--- src/rtl/song_reader.sv ---
`timescale 1ns/1ps
// song_reader: walks a song ROM note by note and hands each note
// to the note player over a new_note/note_done handshake.
//
// Ports:
//   clk          system clock, rising edge
//   reset        asynchronous active-low reset
//   play         run (1) / pause (0) level from mcu
//   reset_player synchronous clear pulse from mcu
//   song         selected song
//   note_done    note player finished the current note
//   rom_data     {note, duration}, valid one cycle after rom_addr
//   rom_addr     {song, note_idx}, combinational
//   new_note     one-cycle pulse, note/duration valid with it
//   note         current note
//   duration     current duration
//   song_done    one-cycle pulse when the song has finished
module song_reader #(
  parameter int NOTE_W = 6,
  parameter int DUR_W  = 6,
  parameter int IDX_W  = 5
) (
  input  logic                    clk,
  input  logic                    reset,
  input  logic                    play,
  input  logic                    reset_player,
  input  logic [1:0]              song,
  input  logic                    note_done,
  input  logic [NOTE_W+DUR_W-1:0] rom_data,
  output logic [IDX_W+1:0]        rom_addr,
  output logic                    new_note,
  output logic [NOTE_W-1:0]       note,
  output logic [DUR_W-1:0]        duration,
  output logic                    song_done
);

  typedef enum logic [2:0] {
    IDLE,
    FETCH,
    LOAD,
    WAIT,
    DONE
  } state_t;

  localparam logic [IDX_W-1:0] LAST = '1;

  state_t            state_q;
  state_t            state_d;
  logic [IDX_W-1:0]  idx_q;
  logic              issue;
  logic [NOTE_W-1:0] rom_note;
  logic [DUR_W-1:0]  rom_dur;

  assign rom_note = rom_data[NOTE_W+DUR_W-1:DUR_W];
  assign rom_dur  = rom_data[DUR_W-1:0];
  assign rom_addr = {song, idx_q};

  always_comb begin
    state_d = state_q;
    issue   = 1'b0;
    unique case (state_q)
      IDLE: begin
        if (play) state_d = FETCH;
      end
      FETCH: begin
        state_d = LOAD;
      end
      LOAD: begin
        // rom_addr is stable here, so a paused LOAD
        // keeps a valid ROM word until play returns
        if (rom_dur == '0) begin
          state_d = DONE;
        end else if (play) begin
          state_d = WAIT;
          issue   = 1'b1;
        end
      end
      WAIT: begin
        if (note_done) begin
          state_d = (idx_q == LAST) ? DONE : FETCH;
        end
      end
      DONE: begin
        state_d = IDLE;
      end
      default: begin
        state_d = IDLE;
      end
    endcase
    if (reset_player) begin
      state_d = IDLE;
      issue   = 1'b0;
    end
  end

  always_ff @(posedge clk or negedge reset) begin
    if (!reset) begin
      state_q   <= IDLE;
      idx_q     <= '0;
      new_note  <= 1'b0;
      song_done <= 1'b0;
      note      <= '0;
      duration  <= '0;
    end else begin
      state_q   <= state_d;
      new_note  <= issue;
      song_done <= (state_d == DONE);
      if (issue) begin
        note     <= rom_note;
        duration <= rom_dur;
      end
      if (reset_player || state_q == DONE) begin
        idx_q <= '0;
      end else if (state_q == WAIT && note_done
                   && idx_q != LAST) begin
        idx_q <= idx_q + 1'b1;
      end
    end
  end

endmodule

--- config.mk ---
export PLATFORM = sky130hd
export DESIGN_NAME = song_reader
export DESIGN_NICKNAME = d
export VERILOG_FILES = /design/src/rtl/song_reader.sv
export SDC_FILE = /design/constraint.sdc
export NUM_CORES = 1
export LEC_CHECK = 0
export BUFFER_PORTS_ARGS = -buffer_cell sky130_fd_sc_hd__clkbuf_2
export CORE_MARGIN = 2
export CORE_UTILIZATION = 34
export CTS_BUF_LIST = sky130_fd_sc_hd__clkbuf_8
export DETAILED_ROUTE_END_ITERATION = 8
export SYNTH_ARGS = -nofsm -noshare
export SYNTH_HDL_FRONTEND = slang
export SYNTH_SLANG_ARGS = --single-unit
--- constraint.sdc ---
create_clock -name clk -period 3.17 [get_ports clk]
set_clock_uncertainty 0.15 [all_clocks]
set_input_delay 0.1585 -clock clk [delete_from_list [all_inputs] [get_ports clk]]
set_output_delay 0.1585 -clock clk [all_outputs]
set_load 0.1 [all_outputs]
## Yosys cells after proc, flatten, opt, wreduce, memory -nomap -nowiden

Index checks and enable logic that the tools add are counted.

| storage, ports and cells | value |
|---|---|
| bits in registers | 22 |
| input port bits | 19 |
| output and inout bits | 21 |
| word-level logic and storage cells | 33 |

| cells by class | value |
|---|---|
| add/sub/neg operators | 1 |
| equality and inequality tests | 7 |
| multiplexer cells | 13 |
| reduce and logical (&&, ||, !) cells | 6 |

Operators by type and width:

| kind | count |
|---|---|
| $mux W3 | 6 |
| $pmux W3 S4 | 1 |
| $mux W5 | 2 |
| $eq A3 B2 Y1 const B | 2 |
| $eq A3 B3 Y1 const B | 2 |
| $logic_not A6 Y1 | 1 |
| $add A5 B1 Y5 const B | 1 |
| $eq A5 B5 Y1 const B | 1 |
| $ne A5 B5 Y1 const B | 1 |
| $mux W1 | 4 |
| $eq A3 B1 Y1 const B | 1 |
| $logic_not A3 Y1 | 1 |
| $logic_and A1 B1 Y1 | 2 |
| $reduce_bool A2 Y1 | 1 |
| $logic_or A1 B1 Y1 | 1 |

## Depth between registers and ports, before layout

Gate-level depths: netlist of the first run.

| depth | value |
|---|---|
| depth after elaboration | 6 |
| depth in mapped cells | 7 |

## Worst setup path after synthesis of the first run

Ideal clock, no wire load.

| timing path | value |
|---|---|
| kind | register to register |
| start | register idx_q[0] |
| end | register idx_q[1] |
| setup time | 0.078 ns |
| arrival | 2.239 ns |
| data required time | 2.942 ns |
| slack | 0.703 ns |
| stages on the path, launching flop included | 7 |
| buffers on the path | 1 |
| period minus slack after synthesis | 2.467 ns |
| cells stage by stage | dfrtp_1 ha_1 and3_1 ha_1 clkbuf_1 or3b_2 a21oi_1 |

| between the ends | value |
|---|---|
| cells in the longest elaborated chain, start to end | 3 |

RTL lines:

| element | RTL line | source |
|---|---|---|
| start: declaration | 49 | `logic [IDX_W-1:0] idx_q;` |
| start signal: assignment | 116 | `idx_q <= idx_q + 1'b1;` |
| $add A5 B1 Y5 or $ne A5 B5 Y1 (tied branches) | 116, 115 |  |
| $mux W5 or $logic_and A1 B1 Y1 (tied branches) | 114, 115 |  |
| $mux W5 or $reduce_bool A2 Y1 (tied branches) | n/a |  |

Several ways; a longest one is shown, not always the timed one. The select of a mux whose other input is x is not followed.
A chain may end at the register's enable or synchronous reset.

## Worst setup path after layout of the first run

| timing path | value |
|---|---|
| start | input rom_data[1] |
| end | register duration[1] |

| between the ends | value |
|---|---|
| cells in the longest elaborated chain, start to end | 4 |

RTL lines:

| element | RTL line | source |
|---|---|---|
| start: declaration | 29 | `input logic [NOTE_W+DUR_W-1:0] rom_data,` |
| $logic_not A6 Y1 | 71 | `if (rom_dur == '0) begin` |
| $mux W1 | 71 |  |
| $mux W1 | 61 | `unique case (state_q)` |
| $mux W1 | 90 | `if (reset_player) begin` |
| end signal: assignment | 110 | `duration <= rom_dur;` |
| end: declaration | 33 | `output logic [DUR_W-1:0] duration,` |

Several ways; a longest one is shown, not always the timed one.

==> results of run 1 <==
[cell usage in the layout, fill, tap and decap left out]
master and count:
bufinv_16 1, nand3_1 3, o311ai_0 1, mux2_2 12
clkbuf_8 3, or4_1 2, o31ai_1 3, or4_4 1
dfrtp_1 22, inv_1 4, a21oi_1 7, clkbuf_2 35
or3b_2 2, o211ai_2 1, nor4b_2 1, and3_1 1
a311o_1 1, ha_1 2, o21ai_0 4, nand4b_2 1
or2_2 1, a31o_2 1, or3_1 1, dlygate4sd3_1 14
nor4b_1 2, a211oi_1 1
[how the worst max path moves through the flow]
stage,to,slack [ns]
after global routing,duration[0]$_DFFE_PN0P_,0.78
final,duration[1]$_DFFE_PN0P_,0.86
after floorplan,idx_q[1]$_DFFE_PN0P_,0.70
after detailed placement,note[4]$_DFFE_PN0P_,1.08
after global placement,note[1]$_DFFE_PN0P_,1.14
after CTS,duration[1]$_DFFE_PN0P_,0.83
[flip-flops by register name, indices dropped and copies added, names as in the netlist]
register / cells
new_note: 1
state_q: 3
duration: 6
note: 6
song_done: 1
idx_q: 5
[power by group through the flow]
stage               Sequential [mW]  Clock, mW  Combinational (mW)
floorplan                     0.712          0              0.0668
global placement              0.360          0               0.484
detailed placement            0.361          0               0.488
CTS                           0.356      0.270               0.501
global route                  0.362      0.283               0.515
finish                        0.356      0.264               0.499
[through the flow]
stage | hold slack (ns) | util, % | worst slack, ns
after global routing | 0.0941 | 50.0 | 0.780
after CTS | 0.0765 | 50.0 | 0.828
final | 0.0775 | 50.0 | 0.856
after detailed placement | 0.0239 | 42.4 | 1.08
after global placement | 0.0180 | 42.4 | 1.14
after floorplan | -0.287 | - | 0.703
[layout make-up]
| class | count | area (um2) | share of cell area [%] |
|---|---|---|---|
| sequential | 22 | 551 | 39.3 |
| multi-input combinational | 48 | 410 | 29.3 |
| timing repair buffer | 49 | 315 | 22.5 |
| clock buffer | 3 | 41.3 | 2.95 |
| tap | 31 | 38.8 | 2.77 |
| clock inverter | 1 | 30.0 | 2.14 |
| inverter | 4 | 15.0 | 1.07 |
[worst max-delay path: stages]
cell and delay [ns]:
dlygate4sd3_1 0.53, clkbuf_2 0.11, or4_4 0.56, o211ai_2 0.56, mux2_2 0.40
[per-layer routing]
layer  share of wire [%]  global-route usage, %  vias up
li1                    -                      -      389
met1                  44                   17.7      376
met2                  47                   23.8       27
met3                 7.3                   4.40        4
met4                 1.5                   5.84        0
met5                   0                      0        -
[cell families (layout without fill, tap and decap cells)]
group / Yosys count / count (layout)
and+or+nand+nor: 15 / 15
AOI/OAI and AO/OA: 19 / 19
muxes: 12 / 12
DFF: 22 / 22
adders and majority gates: 2 / 2
buffers and inverters: 10 / 57
[cell usage after synthesis, drive strengths merged]
| library cell | n | share of area [%] |
|---|---|---|
| o21ai | 4 | 2.0 |
| dfrtp | 22 | 54 |
| inv | 4 | 1.5 |
| nand4b | 1 | 1.5 |
| a211oi | 1 | 0.74 |
| ha | 2 | 2.5 |
| a21oi | 7 | 3.5 |
| clkbuf | 3 | 1.1 |
| and3 | 1 | 0.62 |
| or4 | 3 | 2.6 |
| a31o | 1 | 0.86 |
| a311o | 1 | 0.99 |
| o31ai | 3 | 2.2 |
| or3 | 1 | 0.62 |
| nor4b | 3 | 3.2 |
| or2 | 1 | 0.62 |
| buf | 3 | 2.6 |
| o211ai | 1 | 1.2 |
| o311ai | 1 | 0.86 |
| or3b | 2 | 1.7 |
| nand3 | 3 | 1.5 |
| mux2 | 12 | 13 |
[timing repair]
| action | 4_1_cts | 5_1_grt |
|---|---|---|
| setup buffers | 0 | 0 |
| hold buffers | 14 | 0 |
| endpoints found under the hold margin | 35 | 0 |
==> impl_metrics.toml, run 1 <==
[synth]
netlist_area_mm2 = 0.00101
synth_mux_area_share_pct = 13.3
synth-compound-area-share_pct = 12.3
synth_xor_area_share_pct = 0
yosysUniqueCellTypes = 25
synthAdderAreaFrac_pct = 2.47
avgSynthCellArea_um2 = 12.7
synth-seq-area-share_pct = 54.3
ys_warn_count = 0
yosys.area_share.simple_pct = 12.3
synth_top_family_by_area = "multiplexers"
syn_nets = 101
syn_inst = 80
yosys_register_bits = 22

[placement]
placed_area_mm2 = 0.00119
dp.cells = 140
port-buffer-count = 35
globalplace.congestion = 0.749
dpl.hpwl_um = 1450

[clock_network]
cts_tree = "built"
clkTransAtPathRegs_ns = 0.08
cts-root-buf = "clkbuf_8"
cts_sinks = 22
post_cts_resized = 0
clockBufferDepth = 2
cts_inserted_buffers = 3
clk_latency_ns = 0.27
htree_num_levels = 1

[hold_path]
min_to = "state_q[0]$_DFF_PN0_"
holdCritStartpoint = "play"
hold_depth = 3
hold_path_class = "in -> reg"

[timing]
tightest_slew_ns = 0.664
period_share_pct = 73.0
finalSetupViolCount = 0
tns_ns = 0
slew_headroom_pct = 55.6
rsz0062_at_grt = "no"
slew_viol_final = 0
final_hold_viol_count = 0
min_period_ns = 2.31
fmax_mhz = 432

[cells_and_area]
layout-drive-gt1-share_pct = 46.5
finalNetCount = 149
diodes = 0
fill_cells = 264
areaGrowthSynthToFinish_pct = 38.3
final_cells = 158
stdcell_area_mm2 = 0.00140

[drt]
vias_per_cell = 5.04
dr.pass1.iters = 6
route.vias.total = 796
postRouteAntennaNets = 0
wl_per_cell_um = 13.3
drc = 1
drt_wl_total_um = 2090
drtIter0Drc = 32

[global_route]
grt_overflow = 0
grt_first_pass_wirelength_um = 3730
grt_start_max_net_pins = 23
grt_pass1_vias = 853
antenna_found_initial = 0
grt_usage_pct = 14.4

[worst_setup_path]
ff2ff_setup_slack_ns = 1.13
cp-end-kind = "register"
regToRegStartpoint = "idx_q[0]$_DFFE_PN0P_"
worst_ep_arrival_time_ns = 2.32
required_ns = 3.17
crit_fanout = 13
reg2reg_to = "idx_q[2]$_DFFE_PN0P_"
reg2reg_depth = 5
path_class = "in -> reg"
worstSetupStartpointType = "primary input"
startpoint = "rom_data[1]"

[die]
fp.coreArea_mm2 = 0.00281
die_area_mm2 = 0.00343
floorplan.rows = 19
start_util_pct = 36.1
die_y_um = 58.6
die_width_um = 58.6
num_io_pins = 40

[power]
swShare_pct = 47.6
comb_power_share_pct = 44.6
powerDensity_mw_per_mm2 = 798
p_clk_share_pct = 23.6
p_leak_nw = 0.686
p_switching_mw = 0.533
p_int_mw = 0.586
seq_power_share_pct = 31.8
total_power_mw = 1.12
peakVddDrop_v = 0.000568

[outcome]
violations = "DRC"
status = "finished, violations left"

[job]
drv_cap = 0
Note: power is estimated with default switching activity, not from simulation.
==> run 2: changes to the inputs <==
Clock period 3.17 ns to 2 ns, I/O delays scaled along.
==> run 2 against run 1 <==
The flow still finishes with violations (DRC); first-iteration DRC count down 66%; routed wire length up 2.9%; sequential power up 59%; clock-buffer cell count up 1; die area unchanged; hold slack worse by 0.027 ns; critical endpoint is now note[3]$_DFFE_PN0P_; worst setup slack worse by 0.82 ns; critical path type unchanged; clock power up 19%; combinational power up 59%; cell count up 1.9%; cell area up 4.8%; via count up 1.3%.
==> impl_metrics.toml, run 2 (synthesis results as in run 1) <==
[worst_setup_path]
cp-end-kind = "register"
worstSetupStartpointType = "primary input"
path_class = "in -> reg"
worst_ep_arrival_time_ns = 1.97
reg2reg_depth = 5
slowest_stage = "dlygate4sd3_1"
ff2ff_setup_slack_ns = 0.08
path_cells = "dlygate4sd3_1 > clkbuf_2 > or4_4 > o211ai_2 > buf_4 > mux2_2"
required_ns = 2.00
cpPeakStageDelay_ns = 0.53
crit_fanout = 7

[cells_and_area]
diodes = 0
areaGrowthSynthToFinish_pct = 44.9
finalNetCount = 152
utilization_pct = 52.4
layout-drive-gt1-share_pct = 54.6
multi_input_area_um2 = 459
final_common_cell = "clkbuf_2"
top_regs = "duration x6, note x6, idx_q x5"
layout_common_cells = "35 x clkbuf_2, 18 x dfrtp_1, 15 x dlygate4sd3_1, 12 x mux2_2, 5 x a21oi_1"
fill_cells = 260
seqCellArea_um2 = 561

[power]
p_clk_share_pct = 18.7
comb_power_share_pct = 47.4
powerDensity_mw_per_mm2 = 1140
p_switching_mw = 0.834
swShare_pct = 49.8
peakVddDrop_v = 0.000820
seq_power_share_pct = 33.9
p_int_mw = 0.840
total_power_mw = 1.67
p_leak_nw = 0.679

[placement]
dpl.hpwl_um = 1530
globalplace.congestion = 0.748
dp_slack_ns = 0.110
port-buffer-count = 35

[clock_network]
cts_inserted_buffers = 3
cts_sinks = 22
clk_latency_ns = 0.26
clockBufferDepth = 2
cts-root-buf = "clkbuf_8"
htree_num_levels = 1
cts_tree = "built"
cts_setup_buffers = 0
clkTransAtPathRegs_ns = 0.07

[drt]
drt_wl_total_um = 2160
wl_per_cell_um = 13.4
dr.pass1.iters = 5
postRouteAntennaNets = 0
vias_per_cell = 5.01
drc = 2
route.vias.total = 806
drtIter0Drc = 11

[die]
die_area_mm2 = 0.00343
start_util_pct = 36.1
floorplan.rows = 19
die_y_um = 58.6
fp.coreArea_mm2 = 0.00281
num_io_pins = 40
die_width_um = 58.6

[job]
drv_cap = 0

[hold_path]
hold_path_class = "in -> out"
hold_depth = 0

[timing]
tightest_slew_ns = 0.548
hold_slack_ns = 0.0500
final_hold_viol_count = 0
slew_headroom_pct = 63.6
slew_viol_final = 0
finalSetupViolCount = 0
period_share_pct = 98.4
fmax_mhz = 508
setup_ws_ns = 0.0327
min_period_ns = 1.97
rsz0062_at_grt = "yes"

[global_route]
antenna_found_initial = 0
grt_usage_pct = 14.5
grtUsageMet1_pct = 17.7
use_met2_pct = 25.4
top_usage_layer = "met2"
grt_first_pass_wirelength_um = 3770
grt_overflow = 0
grt_pass1_vias = 845
grt_start_max_net_pins = 23
use_met3_pct = 2.42

[outcome]
status = "finished, violations left"
violations = "DRC"
-- run 2: power groups by stage --
stage	combinational (mW)	clock (mW)	sequential (mW)
after floorplan	0.106	0	1.13
after global placement	0.770	0	0.572
after detailed placement	0.774	0	0.573
after CTS	0.797	0.329	0.566
after global routing	0.816	0.345	0.579
final	0.793	0.313	0.567
-- run 2: what timing repair did --
item	CTS	global route
endpoints found under the setup margin	0	14
hold endpoints to repair	37	0
gates resized for setup	0	2
hold buffers	15	0
-- run 2: layout make-up --
| type | instances | share of cell area, % |
|---|---|---|
| multi-input cells | 48 | 31.3 |
| well taps | 31 | 2.64 |
| repair buffers | 52 | 23.2 |
| inverters | 4 | 1.02 |
| clock buffers | 4 | 3.75 |
| flip-flops and latches | 22 | 38.2 |
-- run 2: worst max-delay path, delay by kind of cell --
kind,cells,cell delay [ns]
multiplexers,1,0.33
AND/OR/NAND/NOR,1,0.53
AO/OA/AOI/OAI,1,0.18
buffers and inverters,3,0.82
-- run 2: worst paths after layout --
kind | startpoint | to
setup / recovery | rom_data[0] | note[3]$_DFFE_PN0P_
hold / removal | song[1] | rom_addr[6]
setup reg to reg | idx_q[1]$_DFFE_PN0P_ | idx_q[2]$_DFFE_PN0P_
hold reg to reg | note[2]$_DFFE_PN0P_ | note[2]$_DFFE_PN0P_
max in group asynchronous | reset | idx_q[0]$_DFFE_PN0P_
min in group asynchronous | reset | note[1]$_DFFE_PN0P_
-- run 2: routing by layer --
metal  up-vias  share of wire [%]
met5         -                  0
met4         0                1.4
met3         4                3.9
met2        20                 52
li1        396                  -
met1       386                 43
-- run 2: stage by stage --
step	TNS [ns]	cell area, um2	std cells
2_1_floorplan	-0.00598	1070	80
3_3_place_gp	0	1250	142
3_5_place_dp	0	1250	142
4_1_cts	0	1460	161
5_1_grt	-0.280	1470	161
6_report	0	1470	161
==> run 3: changes to the inputs <==
==> constraint.sdc (replaced) <==
create_clock -name clk -period 2 [get_ports clk]
set_clock_uncertainty 0.15 [all_clocks]
set_input_delay 0.4 -clock clk [delete_from_list [all_inputs] [get_ports clk]]
set_output_delay 0.4 -clock clk [all_outputs]
set_load 0.1 [all_outputs]
==> run 3 against run 2 <==
The run still ends with DRC left; clock power about the same; via count down 4.5%; sequential power about the same; global-route usage down 2.1 points; non-clock buffer count down 13; clock-buffer cell count unchanged; routed wire length down 7.4%; register-to-register slack worse by 0.02 ns; worst setup slack better by 0.023 ns; core utilization down 5.1 points; maximum frequency up 1.2%; cell count down 8.1%; largest cell class unchanged; largest power group unchanged; highest routed layer unchanged.
==> impl_metrics.toml, run 3 (synthesis results as in run 1) <==
[drt]
drtIter0Drc = 16
drt_wl_total_um = 2000
postRouteAntennaNets = 0
vias_per_cell = 5.20
dr.pass1.iters = 6
wl_per_cell_um = 13.5
drc = 2
route.vias.total = 770

[worst_setup_path]
cpMostUsedCell = "ha_4"
worst_ep_arrival_time_ns = 1.98
required_ns = 2.04
crit_fanout = 12
slowest_stage = "or4_1"
path_class = "reg -> reg"
path_cells = "ha_4 > and3_4 > ha_4 > or4_1 > a21oi_1"
worstSetupStartpointType = "register"
cp-end-kind = "register"
cpPeakStageDelay_ns = 0.53

[timing]
tns_ns = 0
hold_slack_ns = 0.220
period_share_pct = 97.2
fmax_mhz = 514
slew_headroom_pct = 64.0
final_hold_viol_count = 0
finalSetupViolCount = 0
slew_viol_final = 0
min_period_ns = 1.94
tightest_slew_ns = 0.542
rsz0062_at_grt = "no"

[global_route]
grt_start_max_net_pins = 23
antenna_found_initial = 0
grt_overflow = 0
grt_usage_pct = 12.4
grt_pass1_vias = 779
grt_first_pass_wirelength_um = 3290

[clock_network]
cts-root-buf = "clkbuf_8"
cts_inserted_buffers = 3
cts_setup_buffers = 0
htree_num_levels = 1
clk_latency_ns = 0.26
cts_sinks = 22
clockBufferDepth = 2
post_cts_resized = 0
cts_tree = "built"
cts_hold_buf = 1
clkTransAtPathRegs_ns = 0.08

[placement]
port-buffer-count = 35
globalplace.congestion = 0.837
dpl.hpwl_um = 1510
dp.cells = 143

[hold_path]
hold_path_class = "in -> reg"

[power]
comb_power_share_pct = 46.6
powerDensity_mw_per_mm2 = 1250
p_leak_nw = 0.624
p_clk_share_pct = 19.0
peakVddDrop_v = 0.000711
p_switching_mw = 0.832
seq_power_share_pct = 34.4
p_int_mw = 0.823
swShare_pct = 50.3

[cells_and_area]
diodes = 0
layout_common_cells = "35 x clkbuf_2, 18 x dfrtp_1, 12 x mux2_2, 6 x a21oi_1"
layout-drive-gt1-share_pct = 59.8
top_regs = "duration x6, note x6, idx_q x5"
fill_cells = 283
final_common_cell = "clkbuf_2"
areaGrowthSynthToFinish_pct = 30.9
finalNetCount = 139
final_cells = 148

[die]
num_io_pins = 40
fp.coreArea_mm2 = 0.00281
start_util_pct = 36.1
die_width_um = 58.6
die_y_um = 58.6
die_area_mm2 = 0.00343
floorplan.rows = 19

[outcome]
status = "finished, violations left"
violations = "DRC"

[job]
drv_cap = 0
==> run 3: worst paths after layout <==
check	startpoint	endpoint	slack (ns)	depth (start not counted)
worst max-delay path	idx_q[0]$_DFFE_PN0P_	idx_q[2]$_DFFE_PN0P_	0.06	5
worst min-delay path	rom_data[11]	note[5]$_DFFE_PN0P_	0.22	2
worst max register to register	idx_q[0]$_DFFE_PN0P_	idx_q[2]$_DFFE_PN0P_	0.06	5
worst min register to register	duration[3]$_DFFE_PN0P_	duration[3]$_DFFE_PN0P_	0.36	1
max in group asynchronous	reset	idx_q[1]$_DFFE_PN0P_	0.80	2
min in group asynchronous	reset	idx_q[4]$_DFFE_PN0P_	0.50	2
==> run 3: per-stage QoR <==
| step | setup slack (ns) | area (um2) | power, mW | utilization (%) |
|---|---|---|---|---|
| detailed placement | 0.00691 | 1260 | 1.35 | 45.0 |
| floorplan | -0.00457 | 1070 | 1.24 | - |
| CTS | 0.0547 | 1330 | 1.67 | 47.3 |
| finish | 0.0557 | 1330 | 1.65 | 47.3 |
| global placement | 0.0279 | 1260 | 1.34 | 45.0 |
| global route | 0.0221 | 1330 | 1.72 | 47.3 |
==> run 3: power groups by stage <==
| stage | sequential (mW) | clock [mW] | combinational [mW] |
|---|---|---|---|
| global placement | 0.574 | 0 | 0.771 |
| finish | 0.570 | 0.314 | 0.770 |
| detailed placement | 0.577 | 0 | 0.775 |
| floorplan | 1.13 | 0 | 0.106 |
| CTS | 0.571 | 0.325 | 0.776 |
| global route | 0.580 | 0.341 | 0.795 |
==> run 3: layout make-up <==
type / count / area [um2] / share of cell area (%)
Clock buffer: 4 / 55.1 / 4.15
Timing Repair Buffer: 39 / 208 / 15.7
Tap cell: 31 / 38.8 / 2.92
Inverter: 4 / 15.0 / 1.13
Sequential cell: 22 / 561 / 42.3
Multi-Input combinational cell: 48 / 449 / 33.9
==> run 3: critical path: cells and delay by family, from the launching register on <==
kind                     cells  cell delay (ns)
AO/OA/AOI/OAI                1             0.14
flip-flops                   1             0.51
AND/OR/NAND/NOR              2             0.71
adder cells (fa/ha/maj)      2             0.36
==> run 3: metal layers <==
layer	vias to the layer above	routed length (um)	GRT usage, %
met5	-	0	0
met4	0	24	4.87
met1	378	865	15.6
met2	22	994	20.7
li1	368	-	-
met3	2	111	2.86
